<file path="config.mk">
export PLATFORM = sky130hd
export DESIGN_NAME = fetch_stage_flat
export DESIGN_NICKNAME = d
export VERILOG_FILES = /design/src/rtl/fetch_if.sv /design/src/rtl/fetch_stage.sv /design/src/flat_wrapper.sv
export SDC_FILE = /design/constraint.sdc
export NUM_CORES = 1
export LEC_CHECK = 0
export BUFFER_PORTS_ARGS = -buffer_cell sky130_fd_sc_hd__buf_4
export CAP_MARGIN = 15
export CELL_PAD_IN_SITES_DETAIL_PLACEMENT = 1
export CELL_PAD_IN_SITES_GLOBAL_PLACEMENT = 1
export CORE_MARGIN = 4
export CORE_UTILIZATION = 25
export DETAILED_ROUTE_END_ITERATION = 10
export MAX_ROUTING_LAYER = met4
export PLACE_DENSITY = 0.56
export SLEW_MARGIN = 10
export SYNTH_ARGS = -nofsm -noshare
export SYNTH_HDL_FRONTEND = slang
export SYNTH_SLANG_ARGS = --single-unit
</file>
<file path="constraint.sdc">
create_clock -name clk -period 13.5 [get_ports clk]
set_input_delay 1.35 -clock clk [delete_from_list [all_inputs] [get_ports clk]]
set_output_delay 1.35 -clock clk [all_outputs]
set_load 0.01 [all_outputs]
</file>
<file path="src/rtl/fetch_if.sv">
// Fetch-stage bundle: hazard/redirect controls, instruction-memory port and IF/ID outputs.
interface fetch_if;
  logic        stall;
  logic        redirect;
  logic [31:0] redirect_pc;
  logic        halt;
  logic [31:0] imem_addr;
  logic        imem_req;
  logic        imem_ready;
  logic [31:0] imem_rdata;
  logic [31:0] instr_D;
  logic [31:0] pc_plus4_D;
  logic        valid_D;

  modport master (
    input  stall, redirect, redirect_pc, halt, imem_ready, imem_rdata,
    output imem_addr, imem_req, instr_D, pc_plus4_D, valid_D
  );

  modport slave (
    output stall, redirect, redirect_pc, halt, imem_ready, imem_rdata,
    input  imem_addr, imem_req, instr_D, pc_plus4_D, valid_D
  );
endinterface

</file>
<file path="src/rtl/fetch_stage.sv">
// MIPS instruction fetch with IF/ID register, one-entry skid buffer for decode
// stalls, redirect flush and a permanent halt state.
module fetch_stage #(
  parameter logic [31:0] RESET_PC = 32'h0040_0000
) (
  input logic      clk,
  input logic      rst,
  fetch_if.master  bus
);

  localparam int unsigned XLEN = 32;
  localparam logic [XLEN-1:0] PC_STEP    = XLEN'(4);
  localparam logic [XLEN-1:0] ALIGN_MASK = 32'hFFFF_FFFC;

  typedef enum logic {FETCH, HALTED} state_t;

  state_t          state;
  logic [XLEN-1:0] pc;
  logic [XLEN-1:0] pc_plus4;
  logic [XLEN-1:0] buf_instr;
  logic [XLEN-1:0] buf_pc4;
  logic            buf_valid;
  logic            accept;

  // Request is never a function of imem_ready; a full buffer blocks new fetches.
  assign bus.imem_addr = pc;
  assign bus.imem_req  = (state == FETCH) && !buf_valid;
  assign accept        = bus.imem_req && bus.imem_ready;
  assign pc_plus4      = pc + PC_STEP;

  always_ff @(posedge clk or posedge rst) begin
    if (rst) begin
      state          <= FETCH;
      pc             <= RESET_PC;
      buf_instr      <= '0;
      buf_pc4        <= '0;
      buf_valid      <= 1'b0;
      bus.instr_D    <= '0;
      bus.pc_plus4_D <= '0;
      bus.valid_D    <= 1'b0;
    end else if (state == HALTED) begin
      bus.instr_D    <= '0;
      bus.pc_plus4_D <= '0;
      bus.valid_D    <= 1'b0;
      buf_valid      <= 1'b0;
    end else if (bus.halt) begin
      state          <= HALTED;
      bus.instr_D    <= '0;
      bus.pc_plus4_D <= '0;
      bus.valid_D    <= 1'b0;
      buf_valid      <= 1'b0;
    end else if (bus.redirect) begin
      // Any word accepted this cycle belongs to the squashed path.
      pc             <= bus.redirect_pc & ALIGN_MASK;
      bus.instr_D    <= '0;
      bus.pc_plus4_D <= '0;
      bus.valid_D    <= 1'b0;
      buf_valid      <= 1'b0;
    end else if (bus.stall) begin
      if (accept) begin
        buf_instr <= bus.imem_rdata;
        buf_pc4   <= pc_plus4;
        buf_valid <= 1'b1;
        pc        <= pc_plus4;
      end
    end else if (buf_valid) begin
      bus.instr_D    <= buf_instr;
      bus.pc_plus4_D <= buf_pc4;
      bus.valid_D    <= 1'b1;
      buf_valid      <= 1'b0;
    end else if (accept) begin
      bus.instr_D    <= bus.imem_rdata;
      bus.pc_plus4_D <= pc_plus4;
      bus.valid_D    <= 1'b1;
      pc             <= pc_plus4;
    end else begin
      bus.instr_D    <= '0;
      bus.pc_plus4_D <= '0;
      bus.valid_D    <= 1'b0;
    end
  end

endmodule

</file>
<file path="src/flat_wrapper.sv">
// flat-port wrapper written by rule: the top's interface ports become plain ports
module fetch_stage_flat 
#(
  parameter logic [31:0] RESET_PC = 32'h0040_0000
)
  (clk, rst, bus_stall, bus_redirect, bus_redirect_pc, bus_halt, bus_imem_ready, bus_imem_rdata, bus_imem_addr, bus_imem_req, bus_instr_D, bus_pc_plus4_D, bus_valid_D);
  fetch_if bus_i ();
  input logic clk;
  input logic rst;
  input wire logic [$bits(bus_i.stall)-1:0] bus_stall;
  input wire logic [$bits(bus_i.redirect)-1:0] bus_redirect;
  input wire logic [$bits(bus_i.redirect_pc)-1:0] bus_redirect_pc;
  input wire logic [$bits(bus_i.halt)-1:0] bus_halt;
  input wire logic [$bits(bus_i.imem_ready)-1:0] bus_imem_ready;
  input wire logic [$bits(bus_i.imem_rdata)-1:0] bus_imem_rdata;
  output wire logic [$bits(bus_i.imem_addr)-1:0] bus_imem_addr;
  output wire logic [$bits(bus_i.imem_req)-1:0] bus_imem_req;
  output wire logic [$bits(bus_i.instr_D)-1:0] bus_instr_D;
  output wire logic [$bits(bus_i.pc_plus4_D)-1:0] bus_pc_plus4_D;
  output wire logic [$bits(bus_i.valid_D)-1:0] bus_valid_D;
  assign bus_i.stall = bus_stall;
  assign bus_i.redirect = bus_redirect;
  assign bus_i.redirect_pc = bus_redirect_pc;
  assign bus_i.halt = bus_halt;
  assign bus_i.imem_ready = bus_imem_ready;
  assign bus_i.imem_rdata = bus_imem_rdata;
  assign bus_imem_addr = bus_i.imem_addr;
  assign bus_imem_req = bus_i.imem_req;
  assign bus_instr_D = bus_i.instr_D;
  assign bus_pc_plus4_D = bus_i.pc_plus4_D;
  assign bus_valid_D = bus_i.valid_D;
  fetch_stage #(.RESET_PC(RESET_PC)) u_core (.clk(clk), .rst(rst), .bus(bus_i));
endmodule
</file>
==> out/summary.txt, run 1 <==
# setup viols final: 0
# Post-CTS Setup Buffers: 0
H-tree levels: 4
Worst r2r src: u_core.state$_DFF_PP0_
Ys async rst share: 100%
Seq/Total Area, Yosys: 54.5%
Vias: 6213
Yosys reg bits: 158
Unrepaired setup endpoints after global routing: false
Vias in the first global route: 6399
Clk_lat worst skew: 0.43 ns
FF-to-FF setup slack: 10.84 ns
CTS tree: yes
Syn avg cell area: 9.33 µm²
Min-Delay Endpoint: u_core.buf_instr[19]$_DFFE_PP0P_
Num CTS Buffers: 17
Core ar.: 0.0287 mm²
RR Endpoint: u_core.buf_instr[24]$_DFFE_PP0P_
Antenna viol nets, final: 0
IO buf count: 163
Syn. warnings: 0
Final Hold Fails: 0
Largest net degree at the start of global routing: 90
Final period util: 25.7%
Hold Path Class: flop to flop
Maximum capacitance violations: 0
CP required: 13.87 ns
Nets: 982
CP max FO: 65
DRT iter0 DRCs: 335
Status: completed
GR Overflow Total: 0
Initial core utilization: 25.3%
Fill count: 3358
CTS clock-pin slew for the worst setup and hold paths: 0.07 ns
Max Freq: 0.289 GHz
Crit Path Category: input pin to flop
Worst Reg2Reg Path Length in Cells: 7
Min cycle time layout: 3.46 ns
Worst slew pin tran: 1.08 ns
Setup TNS: 0 ns
CP startpoint kind: input pin
Gpl congestion: 0.740
Die area: 0.0318 mm²
Dpl cell area: 0.00882 mm²
Total Routing Usage GR: 15.8%
Rows: 62
Initial antenna violation count: 1
EDFF count, synth: 0
Top_reg_cell synth: dfrtp_1
Max Clock Skew: 0.0133 ns
IR drop worst, VDD: 0.0583 mV
DR DRC count: 0
Top Ports: 168
Leakage: 4.28 nW
TritonRoute pass-1 iters: 4
Layout cells sized above 1: 23.8%
Dpl ws: 9.50 ns
Clk sinks: 158
Die height: 178 µm
Wire per inst: 18.5 µm
Final Routed Wirelength: 24200 µm
Die width: 178 µm
Final instance area: 0.00937 mm²
Clock root cell: clkbuf_16
Routed vias/inst: 4.74
Clock Tree Buf Depth: 2
Hold path cells: 2
Nature of the critical path endpoint: flop
Max Slew Vio Count: 0
Setup ws final: 10.04 ns
First-pass GRT wire length: 37700 µm
Area Overhead vs Synth: 29.0%
Mapped cell area: 0.00726 mm²
CTS resizes: 0
Max_slew headroom: 27.8%
Post-synthesis cell count: 778
Power Density: 113 mW/mm²
Worst Path Arrival: 3.84 ns
Hpwl dp: 15400 µm
# hold bufs at CTS: 0
Synth cell types: 47
Critical hold path startpoint: u_core.buf_instr[19]$_DFFE_PP0P_
state kept, by name (all words and copies together), names as in the netlist:
| name | count |
|---|---|
| u_core.state | 1 |
| u_core.bus.instr_D | 32 |
| u_core.buf_valid | 1 |
| u_core.bus.imem_addr | 30 |
| u_core.bus.pc_plus4_D | 31 |
| u_core.buf_pc4 | 30 |
| u_core.bus.valid_D | 1 |
| u_core.buf_instr | 32 |
per-layer routing:
layer  GRT usage (%)  wire, µm  up-vias
met2            24.6     11400      131
met3            5.21      1600       13
met5               -         0        -
li1                -         -     2978
met4            3.33       178        0
met1            20.3     11100     3091
cells by family (layout without fill, tap and decap cells):
| logic type | after synthesis | in the layout | share of synthesized area, % |
|---|---|---|---|
| XOR/XNOR | 28 | 28 | 3.38 |
| AO/OA/AOI/OAI | 232 | 232 | 19.6 |
| flip-flops | 158 | 158 | 54.5 |
| AND/OR/NAND/NOR | 290 | 290 | 18.4 |
| multiplexers | 2 | 2 | 0.276 |
| other | 1 | 4 | 0.0516 |
| adder cells (fa/ha/maj) | 1 | 1 | 0.172 |
| buffers and inverters | 66 | 211 | 3.69 |
area by class of cell:
class	count	area (µm²)	share of cell area [%]
clock inverter	13	108	1.15
sequential	158	3960	42.2
inverter	7	31.3	0.334
multi-input combinational	555	3060	32.7
antenna	2	5.00	0.0534
tap	384	480	5.13
timing repair buffer	172	1290	13.8
clock buffer	19	433	4.62
cells in the final DEF (no fill, tap or decap), types with 5 or more instances in the layout:
cell,Yosys,final
a2bb2oi_1,5,5
a22oi_1,63,63
a31oi_1,5,5
o21a_1,6,6
inv_1,7,6
nand2_1,200,199
xnor2_1,12,12
a21oi_1,22,22
xor2_1,16,16
buf_4,3,172
and3_1,8,8
o22a_1,6,6
nor2_1,24,24
nor4_1,8,8
nand3_1,18,18
clkbuf_16,0,17
o21ai_0,107,106
dfrtp_1,157,157
o22ai_1,8,8
worst max-delay path, stage by stage:
cell and delay [ns]:
buf_4 0.28, nor3_1 0.37, and2_2 0.24, buf_4 0.68
and2_1 0.31, buf_4 0.39, nand2_1 0.11, nand2_1 0.07
worst max path at each step:
stage          cells after the start                                to          from  slack, ns
2_1_floorplan                      1   u_core.buf_instr[0]$_DFFE_PP0P_           rst       7.89
3_3_place_gp                       8  u_core.buf_instr[29]$_DFFE_PP0P_  bus_redirect       9.58
3_5_place_dp                       8   u_core.buf_instr[1]$_DFFE_PP0P_  bus_redirect       9.50
4_1_cts                            8   u_core.buf_instr[1]$_DFFE_PP0P_  bus_redirect       9.97
5_1_grt                            8  u_core.buf_instr[29]$_DFFE_PP0P_  bus_redirect       9.81
6_report                           8  u_core.buf_instr[24]$_DFFE_PP0P_  bus_redirect      10.04
cell usage after synthesis, types with 2 or more instances:
cell / number / share of area [%]
buf_1: 6 / 0.31
and3_1: 8 / 0.69
a31oi_1: 5 / 0.43
buf_2: 7 / 0.48
nand4_2: 2 / 0.34
nand3_1: 18 / 1.2
nor4_4: 2 / 0.59
dfrtp_1: 157 / 54
clkbuf_1: 43 / 2.2
and2_1: 4 / 0.34
mux2i_1: 2 / 0.28
nor3_1: 4 / 0.28
nand2b_1: 2 / 0.17
o21ai_1: 3 / 0.21
a22oi_1: 63 / 6.5
nor2b_1: 3 / 0.26
nor4_1: 8 / 0.69
a32oi_1: 2 / 0.24
nor2_1: 24 / 1.2
buf_4: 3 / 0.31
xnor2_1: 12 / 1.4
a311o_1: 3 / 0.41
xor2_1: 16 / 1.9
a2bb2oi_1: 5 / 0.60
inv_1: 7 / 0.36
o22a_1: 6 / 0.72
nand4_4: 2 / 0.59
and4_1: 2 / 0.24
o21a_1: 6 / 0.62
o21ai_0: 107 / 7.4
a21oi_1: 22 / 1.5
nand2_1: 200 / 10
nand4_1: 3 / 0.26
o22ai_1: 8 / 0.69
through the flow:
| stage | hold WS, ns | utilization [%] | power [mW] | cells |
|---|---|---|---|---|
| 3_3_place_gp | 0.459 | 30.7 | 0.602 | 1276 |
| 2_1_floorplan | 0.446 | - | 0.554 | 779 |
| 6_report | 0.478 | 32.6 | 1.05 | 1310 |
| 4_1_cts | 0.482 | 32.6 | 1.07 | 1308 |
| 3_5_place_dp | 0.464 | 30.7 | 0.603 | 1276 |
| 5_1_grt | 0.492 | 32.6 | 1.11 | 1309 |
report_power, final:
part           internal, mW  leakage (nW)  switching [mW]
Clock                 0.239         0.252           0.223
Sequential            0.487          2.13          0.0222
Combinational        0.0387          1.90          0.0440
Total                 0.764          4.28           0.289
Power figures use the tool's default switching activity.
==> run 2: changes to the inputs <==
==> constraint.sdc (replaced) <==
create_clock -name clk -period 3.49 [get_ports clk]
set_input_delay 0.349 -clock clk [delete_from_list [all_inputs] [get_ports clk]]
set_output_delay 0.349 -clock clk [all_outputs]
set_load 0.01 [all_outputs]
==> run 2 against run 1 <==
Net effect:
- clock power rose to 3.9 times the previous value
- clock-buffer cell count rose by 1
- clock skew fell by 0.00061 ns
- register-to-register slack got worse by 9.7 ns
- sequential power rose to 3.9 times the previous value
==> out/summary.txt, run 2 (synthesis gave the netlist of run 1 again) <==
Top delay family on crit path: simple AND/OR/NAND/NOR gates
Max_slew headroom: 35.0% (+7.1 points)
Nets: 987 (+0.51%)
First-pass GRT wire length: 38000 µm (+0.68%)
Gpl congestion: 0.766 (+3.5%)
Wire per inst: 18.0 µm (-2.4%)
Rows: 62 (unchanged)
Die area: 0.0318 mm² (unchanged)
Final Routed Wirelength: 23700 µm (-2.0%)
Hold Path Class: input pin to asynchronous set/reset pin
Commonest non-fill, non-tap cell in the layout: nand2_1
CP required: 3.77 ns (-10.10 ns)
Clock root cell: clkbuf_16
Top Ports: 168 (unchanged)
Worst slew pin tran: 0.973 ns (-0.107 ns)
Layout cells sized above 1: 24.2% (+0.41 points)
Fill count: 3315 (-1.3%)
Hpwl dp: 15800 µm (+2.4%)
Max Clock Skew: 0.0127 ns (-0.000611 ns)
Setup TNS: 0 ns (unchanged)
Area Overhead vs Synth: 30.2%
Worst-path cell chain: nand4_4, nor2_1, nand3_1, xor2_1, o21ai_0
CP peak stage delay: 0.63 ns (-0.05 ns)
Worst Path Arrival: 2.67 ns (-1.17 ns)
WP buf/inv: 0 (-3)
Most frequent cells in the layout: nand2_1 (199), buf_4 (174), dfrtp_1 (157), o21ai_0 (106), a22oi_1 (63)
CP max FO: 10 (-85%)
Maximum capacitance violations: 0 (unchanged)
Leakage: 4.32 nW (+0.97%)
Core ar.: 0.0287 mm² (unchanged)
Die height: 178 µm (unchanged)
Power Density: 431 mW/mm² (+280%)
DR DRC count: 0 (unchanged)
GR Overflow Total: 0 (unchanged)
CTS tree: yes
CTS clock-pin slew for the worst setup and hold paths: 0.07 ns (about the same)
Initial core utilization: 25.3% (unchanged)
Routed vias/inst: 4.69 (-1.1%)
TritonRoute pass-1 iters: 4 (unchanged)
Largest regs: u_core.buf_instr: 32 flops, u_core.bus.instr_D: 32 flops, u_core.bus.pc_plus4_D: 31 flops
IO buf count: 163 (unchanged)
Die width: 178 µm (unchanged)
Final period util: 68.5%
Initial antenna violation count: 3 (+2)
H-tree levels: 4 (unchanged)
CTS resizes: 0 (unchanged)
Num CTS Buffers: 17 (unchanged)
Clock Tree Buf Depth: 2 (unchanged)
Slowest cell on crit path: nor2_1
# Post-CTS Setup Buffers: 0 (unchanged)
IR drop worst, VDD: 0.233 mV (+300%)
Clk sinks: 158 (unchanged)
Max Freq: 0.418 GHz
Worst hold slack: 0.0826 ns (-0.396 ns)
Nature of the critical path endpoint: flop
Min cycle time layout: 2.39 ns
Largest net degree at the start of global routing: 80 (-11%)
Vias: 6175 (-0.61%)
CP startpoint kind: flop
Unrepaired setup endpoints after global routing: false
# setup viols final: 0 (unchanged)
Clk_lat worst skew: 0.43 ns (about the same)
Final Hold Fails: 0 (unchanged)
Crit Path Category: flop to flop
Max Slew Vio Count: 0 (unchanged)
Total Routing Usage GR: 15.7% (-0.085 points)
Antenna viol nets, final: 0 (unchanged)
# hold bufs at CTS: 0 (unchanged)
Vias in the first global route: 6563 (+2.6%)
DRT iter0 DRCs: 306 (-8.7%)
Status: completed
run 2: cell count changes in the layout (fill, tap and decap cells not counted), sizes merged:
cell	before	now
clkbuf	19	20
clkinv	5	4
diode	2	3
buf	172	177
run 2: worst paths after layout:
check / from / end / slack, ns / depth (start not counted)
setup / recovery: u_core.bus.imem_addr[6]$_DFFE_PP0P_ / u_core.bus.pc_plus4_D[19]$_DFFE_PP0P_ / 1.10 / 5
hold / removal: rst / u_core.buf_pc4[5]$_DFFE_PP0P_ / 0.08 / 2
max in group asynchronous: rst / u_core.bus.imem_addr[22]$_DFFE_PP1P_ / 2.50 / 3
setup reg to reg: u_core.bus.imem_addr[6]$_DFFE_PP0P_ / u_core.bus.pc_plus4_D[19]$_DFFE_PP0P_ / 1.10 / 5
hold reg to reg: u_core.bus.instr_D[11]$_DFFE_PP0P_ / u_core.bus.instr_D[11]$_DFFE_PP0P_ / 0.48 / 2
min in group clk: bus_imem_rdata[2] / u_core.buf_instr[2]$_DFFE_PP0P_ / 0.12 / 3
run 2: where the power goes:
part	total, mW	internal, mW	switching [mW]
clock	1.78	0.948	0.836
sequential	1.97	1.88	0.0860
combinational	0.324	0.154	0.171
total	4.08	2.98	1.09
run 2: routing by layer:
metal	up-vias	global-route usage, %	share of wire (%)
met5	-	-	0
met4	0	3.49	1.0
met3	14	5.17	7.4
met2	149	24.1	46
met1	3008	20.4	46
li1	3004	-	-
run 2: metrics by stage:
stage	area, µm²	power (mW)	cells	setup slack [ns]	util, %
5_1_grt	9450	4.28	1316	0.819	32.9
3_5_place_dp	8890	2.34	1281	0.957	31.0
2_1_floorplan	7270	2.14	779	1.14	-
6_report	9450	4.08	1316	1.10	32.9
4_1_cts	9440	4.15	1313	1.06	32.9
3_3_place_gp	8890	2.33	1281	1.01	31.0
run 2: cell type report:
cell class / count / area (µm²) / area share, %
Antenna cell: 3 / 7.51 / 0.0794
Clock buffer: 20 / 447 / 4.73
Clock inverter: 12 / 104 / 1.10
Inverter: 7 / 30.0 / 0.318
Multi-Input combinational cell: 555 / 3060 / 32.4
Sequential cell: 158 / 3960 / 41.8
Tap cell: 384 / 480 / 5.08
Timing Repair Buffer: 177 / 1370 / 14.5
==> run 3: changes to the inputs <==
--- a/config.mk
+++ b/config.mk
@@ -5,6 +5,7 @@
 export SDC_FILE = /design/constraint.sdc
 export NUM_CORES = 1
 export LEC_CHECK = 0
+export ABC_AREA = 1
 export BUFFER_PORTS_ARGS = -buffer_cell sky130_fd_sc_hd__buf_4
 export CAP_MARGIN = 15
 export CELL_PAD_IN_SITES_DETAIL_PLACEMENT = 1
@@ -13,7 +14,7 @@
 export CORE_UTILIZATION = 25
 export DETAILED_ROUTE_END_ITERATION = 10
 export MAX_ROUTING_LAYER = met4
-export PLACE_DENSITY = 0.56
+export PLACE_DENSITY = 0.59
 export SLEW_MARGIN = 10
 export SYNTH_ARGS = -nofsm -noshare
 export SYNTH_HDL_FRONTEND = slang
==> constraint.sdc (replaced) <==
create_clock -name clk -period 2 [get_ports clk]
set_input_delay 0.2 -clock clk [delete_from_list [all_inputs] [get_ports clk]]
set_output_delay 0.2 -clock clk [all_outputs]
set_load 0.01 [all_outputs]
==> run 3 against run 2 <==
Net effect:
- critical path depth grew 9
- non-clock buffer count grew 31
- maximum frequency grew 32%
- clock-buffer cell count shrank 2
- design area grew 6.7%
- register-to-register slack lost 0.90 ns
- power grew 86%
- flip-flop and latch count is the same
- critical endpoint is now u_core.bus.pc_plus4_D[24]$_DFFE_PP0P_
- synthesized area grew 3.5%
- clock power grew 89%
- synthesized cell count grew 22%
- wire length grew 6.1%
==> out/summary.txt, run 3 <==
Status: completed
Num CTS Buffers: 17 (unchanged)
Simple-Gate Fraction of Synth Area: 24.4% (+6.0 points)
Most instantiated cells after synthesis: nand2_1 (383), dfrtp_1 (157), inv_1 (60), nor2_1 (60), o21ai_0 (54)
Post-synthesis cell count: 950 (+22%)
TritonRoute pass-1 iters: 6 (+2)
CP peak stage delay: 0.38 ns (-0.25 ns)
Ys async rst share: 100% (unchanged)
Count leader, synth: nand2_1
CP max FO: 4 (-6)
Die height: 181 µm (+1.7%)
Initial core utilization: 25.4% (+0.058 points)
Final Hold Fails: 0 (unchanged)
Clock Tree Buf Depth: 2 (unchanged)
Setup ws final: 0.196 ns (-0.904 ns)
Maximum capacitance violations: 0 (unchanged)
Nets: 1196 (+21%)
IO buf count: 163 (unchanged)
Combinational Power Share: 10.5% (+2.5 points)
Sw Ratio: 26.8% (about the same)
Syn avg cell area: 7.91 µm² (-15%)
Adder-cell share of the synthesized area: 0.167% (-0.0058 points)
Synth Area in Compound Gates: 14.7% (-4.9 points)
# diodes: 0 (-3)
Top_reg_cell synth: dfrtp_1
Fin util: 34.0% (+1.1 points)
Post-synthesis mux area share: 0% (-0.28 points)
Seq/Total Area, Yosys: 52.6% (-1.8 points)
H-tree levels: 4 (unchanged)
Clk pwr share: 44.4% (+0.6 points)
Post-synthesis xor/xnor area fraction: 1.75% (-1.6 points)
NetSw: 2.03 mW (+86%)
Largest net degree at the start of global routing: 121 (+51%)
DRT iter0 DRCs: 255 (-17%)
Synth cell types: 29 (-38%)
Antenna viol nets, final: 0 (unchanged)
Worst slew pin tran: 0.803 ns (-0.170 ns)
Max Freq: 0.554 GHz (+32%)
Worst Reg2Reg Path Length in Cells: 14 (+9)
Gpl congestion: 0.863 (+13%)
Area Overhead vs Synth: 34.2%
Vias in the first global route: 7328 (+12%)
Largest regs: u_core.buf_instr: 32 flops, u_core.bus.instr_D: 32 flops, u_core.bus.pc_plus4_D: 31 flops
Layout cells sized above 1: 22.7% (-1.5 points)
Commonest non-fill, non-tap cell in the layout: nand2_1
Yosys top cell area share: 52.3% (-1.8 points)
Pint: 5.54 mW (+86%)
Leakage: 5.15 nW (+19%)
Max_slew headroom: 46.5% (+11 points)
CTS tree: yes
Largest family of logic cells by synthesized area: simple AND/OR/NAND/NOR gates
Hold path cells: 3
Fill count: 3606 (+8.8%)
Top Ports: 168 (unchanged)
Synth top area cells: dfrtp_1 (52%), nand2_1 (19%), a22o_1 (4.0%), o21ai_0 (3.6%), inv_1 (3.0%)
Core ar.: 0.0296 mm² (+3.3%)
First-pass GRT wire length: 40900 µm (+7.8%)
Vias: 6942 (+12%)
Syn. warnings: 0 (unchanged)
Wire per inst: 16.5 µm (-8.6%)
Final period util: 90.2% (+22 points)
Die width: 181 µm (+1.7%)
Final Routed Wirelength: 25200 µm (+6.1%)
Rows: 63 (+1.6%)
Most frequent cells in the layout: nand2_1 (381), buf_4 (196), dfrtp_1 (156), inv_1 (59), nor2_1 (55)
Clk sinks: 158 (unchanged)
FF-to-FF setup slack: 0.20 ns (-0.90 ns)
Routed vias/inst: 4.54 (-3.2%)
Die area: 0.0329 mm² (+3.3%)
Nature of the critical path endpoint: flop
Clk_lat worst skew: 0.43 ns (about the same)
Max Slew Vio Count: 0 (unchanged)
CP required: 2.32 ns (-1.45 ns)
IR drop worst, VDD: 0.519 mV (+120%)
Worst-path cell chain: ha_1, nand2_1, nor2_1, buf_4, nand2_1, nor2_1, buf_4, nand2_1, nand2_1, nand2_1, nand2_1, nand2_1, nand2_1, nand2_1
Yosys top cell by area: dfrtp_1
# setup viols final: 0 (unchanged)
CP startpoint kind: flop
Mapped cell area: 0.00751 mm² (+3.5%)
DR DRC count: 0 (unchanged)
Most frequent CP cell: nand2_1
Total Routing Usage GR: 16.0% (+0.26 points)
Worst Path Arrival: 2.12 ns (-0.55 ns)
Clock root cell: clkbuf_16
Power Density: 750 mW/mm² (+74%)
Max Clock Skew: 0.0108 ns (-0.00190 ns)
EDFF count, synth: 0 (unchanged)
Sequential share of power: 45.1% (-3.2 points)
Hold Path Class: input pin to flop
Dpl ws: 0.162 ns (-0.794 ns)
Initial antenna violation count: 0 (-3)
Hpwl dp: 17400 µm (+10%)
Min cycle time layout: 1.80 ns (-0.586 ns)
Slowest cell on crit path: dfrtp_1
Yosys reg bits: 158 (unchanged)
GR Overflow Total: 0 (unchanged)
CTS clock-pin slew for the worst setup and hold paths: 0.07 ns (about the same)
Crit Path Category: flop to flop
## run 3: cell count changes after synthesis, sizes merged, moves of 14 or more
cell / previous run / this run
a21oi: 22 / 40
a22o: 0 / 34
a22oi: 63 / 7
inv: 7 / 65
nand2: 200 / 384
nor2: 26 / 61
o21ai: 110 / 96
## run 3: timing repair
item                       4_1_cts  5_1_grt
hold buffers                     3        0
resized for setup                0        8
setup buffers                    0        1
hold endpoints to repair        40        0
setup endpoints to repair        0       13
## run 3: critical path, delay by kind of cell (launching register included)
| kind | cells | cell delay (ns) |
|---|---|---|
| simple gates | 11 | 0.85 |
| fa+ha+maj | 1 | 0.17 |
| flops | 1 | 0.38 |
| buf+inv | 2 | 0.29 |
## run 3: area by class of cell
cell class | count | area (µm²) | area share (%)
Sequential cell | 158 | 3960 | 39.2
Inverter | 65 | 249 | 2.47
Multi-Input combinational cell | 675 | 3110 | 30.9
Clock buffer | 18 | 439 | 4.35
Timing Repair Buffer | 208 | 1680 | 16.7
Tap cell | 390 | 488 | 4.84
Clock inverter | 14 | 158 | 1.56
## run 3: kinds of logic after synthesis
logic type / count (synthesis)
AOI/OAI and AO/OA: 187
adders and majority gates: 1
xor gates and xnor gates: 15
buffers and inverters: 118
and+or+nand+nor: 470
other: 1
DFF: 158
## run 3: path summary, 6_finish.rpt
| check | from | end |
|---|---|---|
| max in group asynchronous | rst | u_core.bus.instr_D[3]$_DFFE_PP0P_ |
| hold / removal | bus_imem_rdata[1] | u_core.buf_instr[1]$_DFFE_PP0P_ |
| min in group asynchronous | rst | u_core.bus.instr_D[30]$_DFFE_PP0P_ |
| setup reg to reg | u_core.bus.imem_addr[3]$_DFFE_PP0P_ | u_core.bus.pc_plus4_D[24]$_DFFE_PP0P_ |
| setup / recovery | u_core.bus.imem_addr[3]$_DFFE_PP0P_ | u_core.bus.pc_plus4_D[24]$_DFFE_PP0P_ |
| hold reg to reg | u_core.bus.pc_plus4_D[29]$_DFFE_PP0P_ | u_core.bus.pc_plus4_D[29]$_DFFE_PP0P_ |
## run 3: metal layers
metal / vias to the layer above / routed length, µm / global-route usage (%)
met2: 152 / 11300 / 24.5
li1: 3388 / - / -
met3: 14 / 920 / 2.86
met4: 0 / 275 / 3.66
met5: - / 0 / -
met1: 3388 / 12700 / 22.2
## run 3: stage by stage
stage               cell area [µm²]  hold slack (ns)  TNS [ns]  cells  power [mW]
finish                        10100           0.0331         0   1528        7.57
CTS                           10100           0.0149         0   1527        7.71
floorplan                      7520            0.321    -31.41    951        3.81
global route                  10100           0.0314  -0.00634   1528        7.93
global placement               9430            0.421         0   1492        4.26
detailed placement             9430            0.426         0   1492        4.28
## run 3: power by group through the flow
stage	combinational (mW)	sequential, mW	clock [mW]
3_3_place_gp	0.788	3.47	0
4_1_cts	0.811	3.41	3.49
3_5_place_dp	0.801	3.47	0
2_1_floorplan	0.331	3.47	0
5_1_grt	0.901	3.43	3.60
6_report	0.796	3.41	3.36
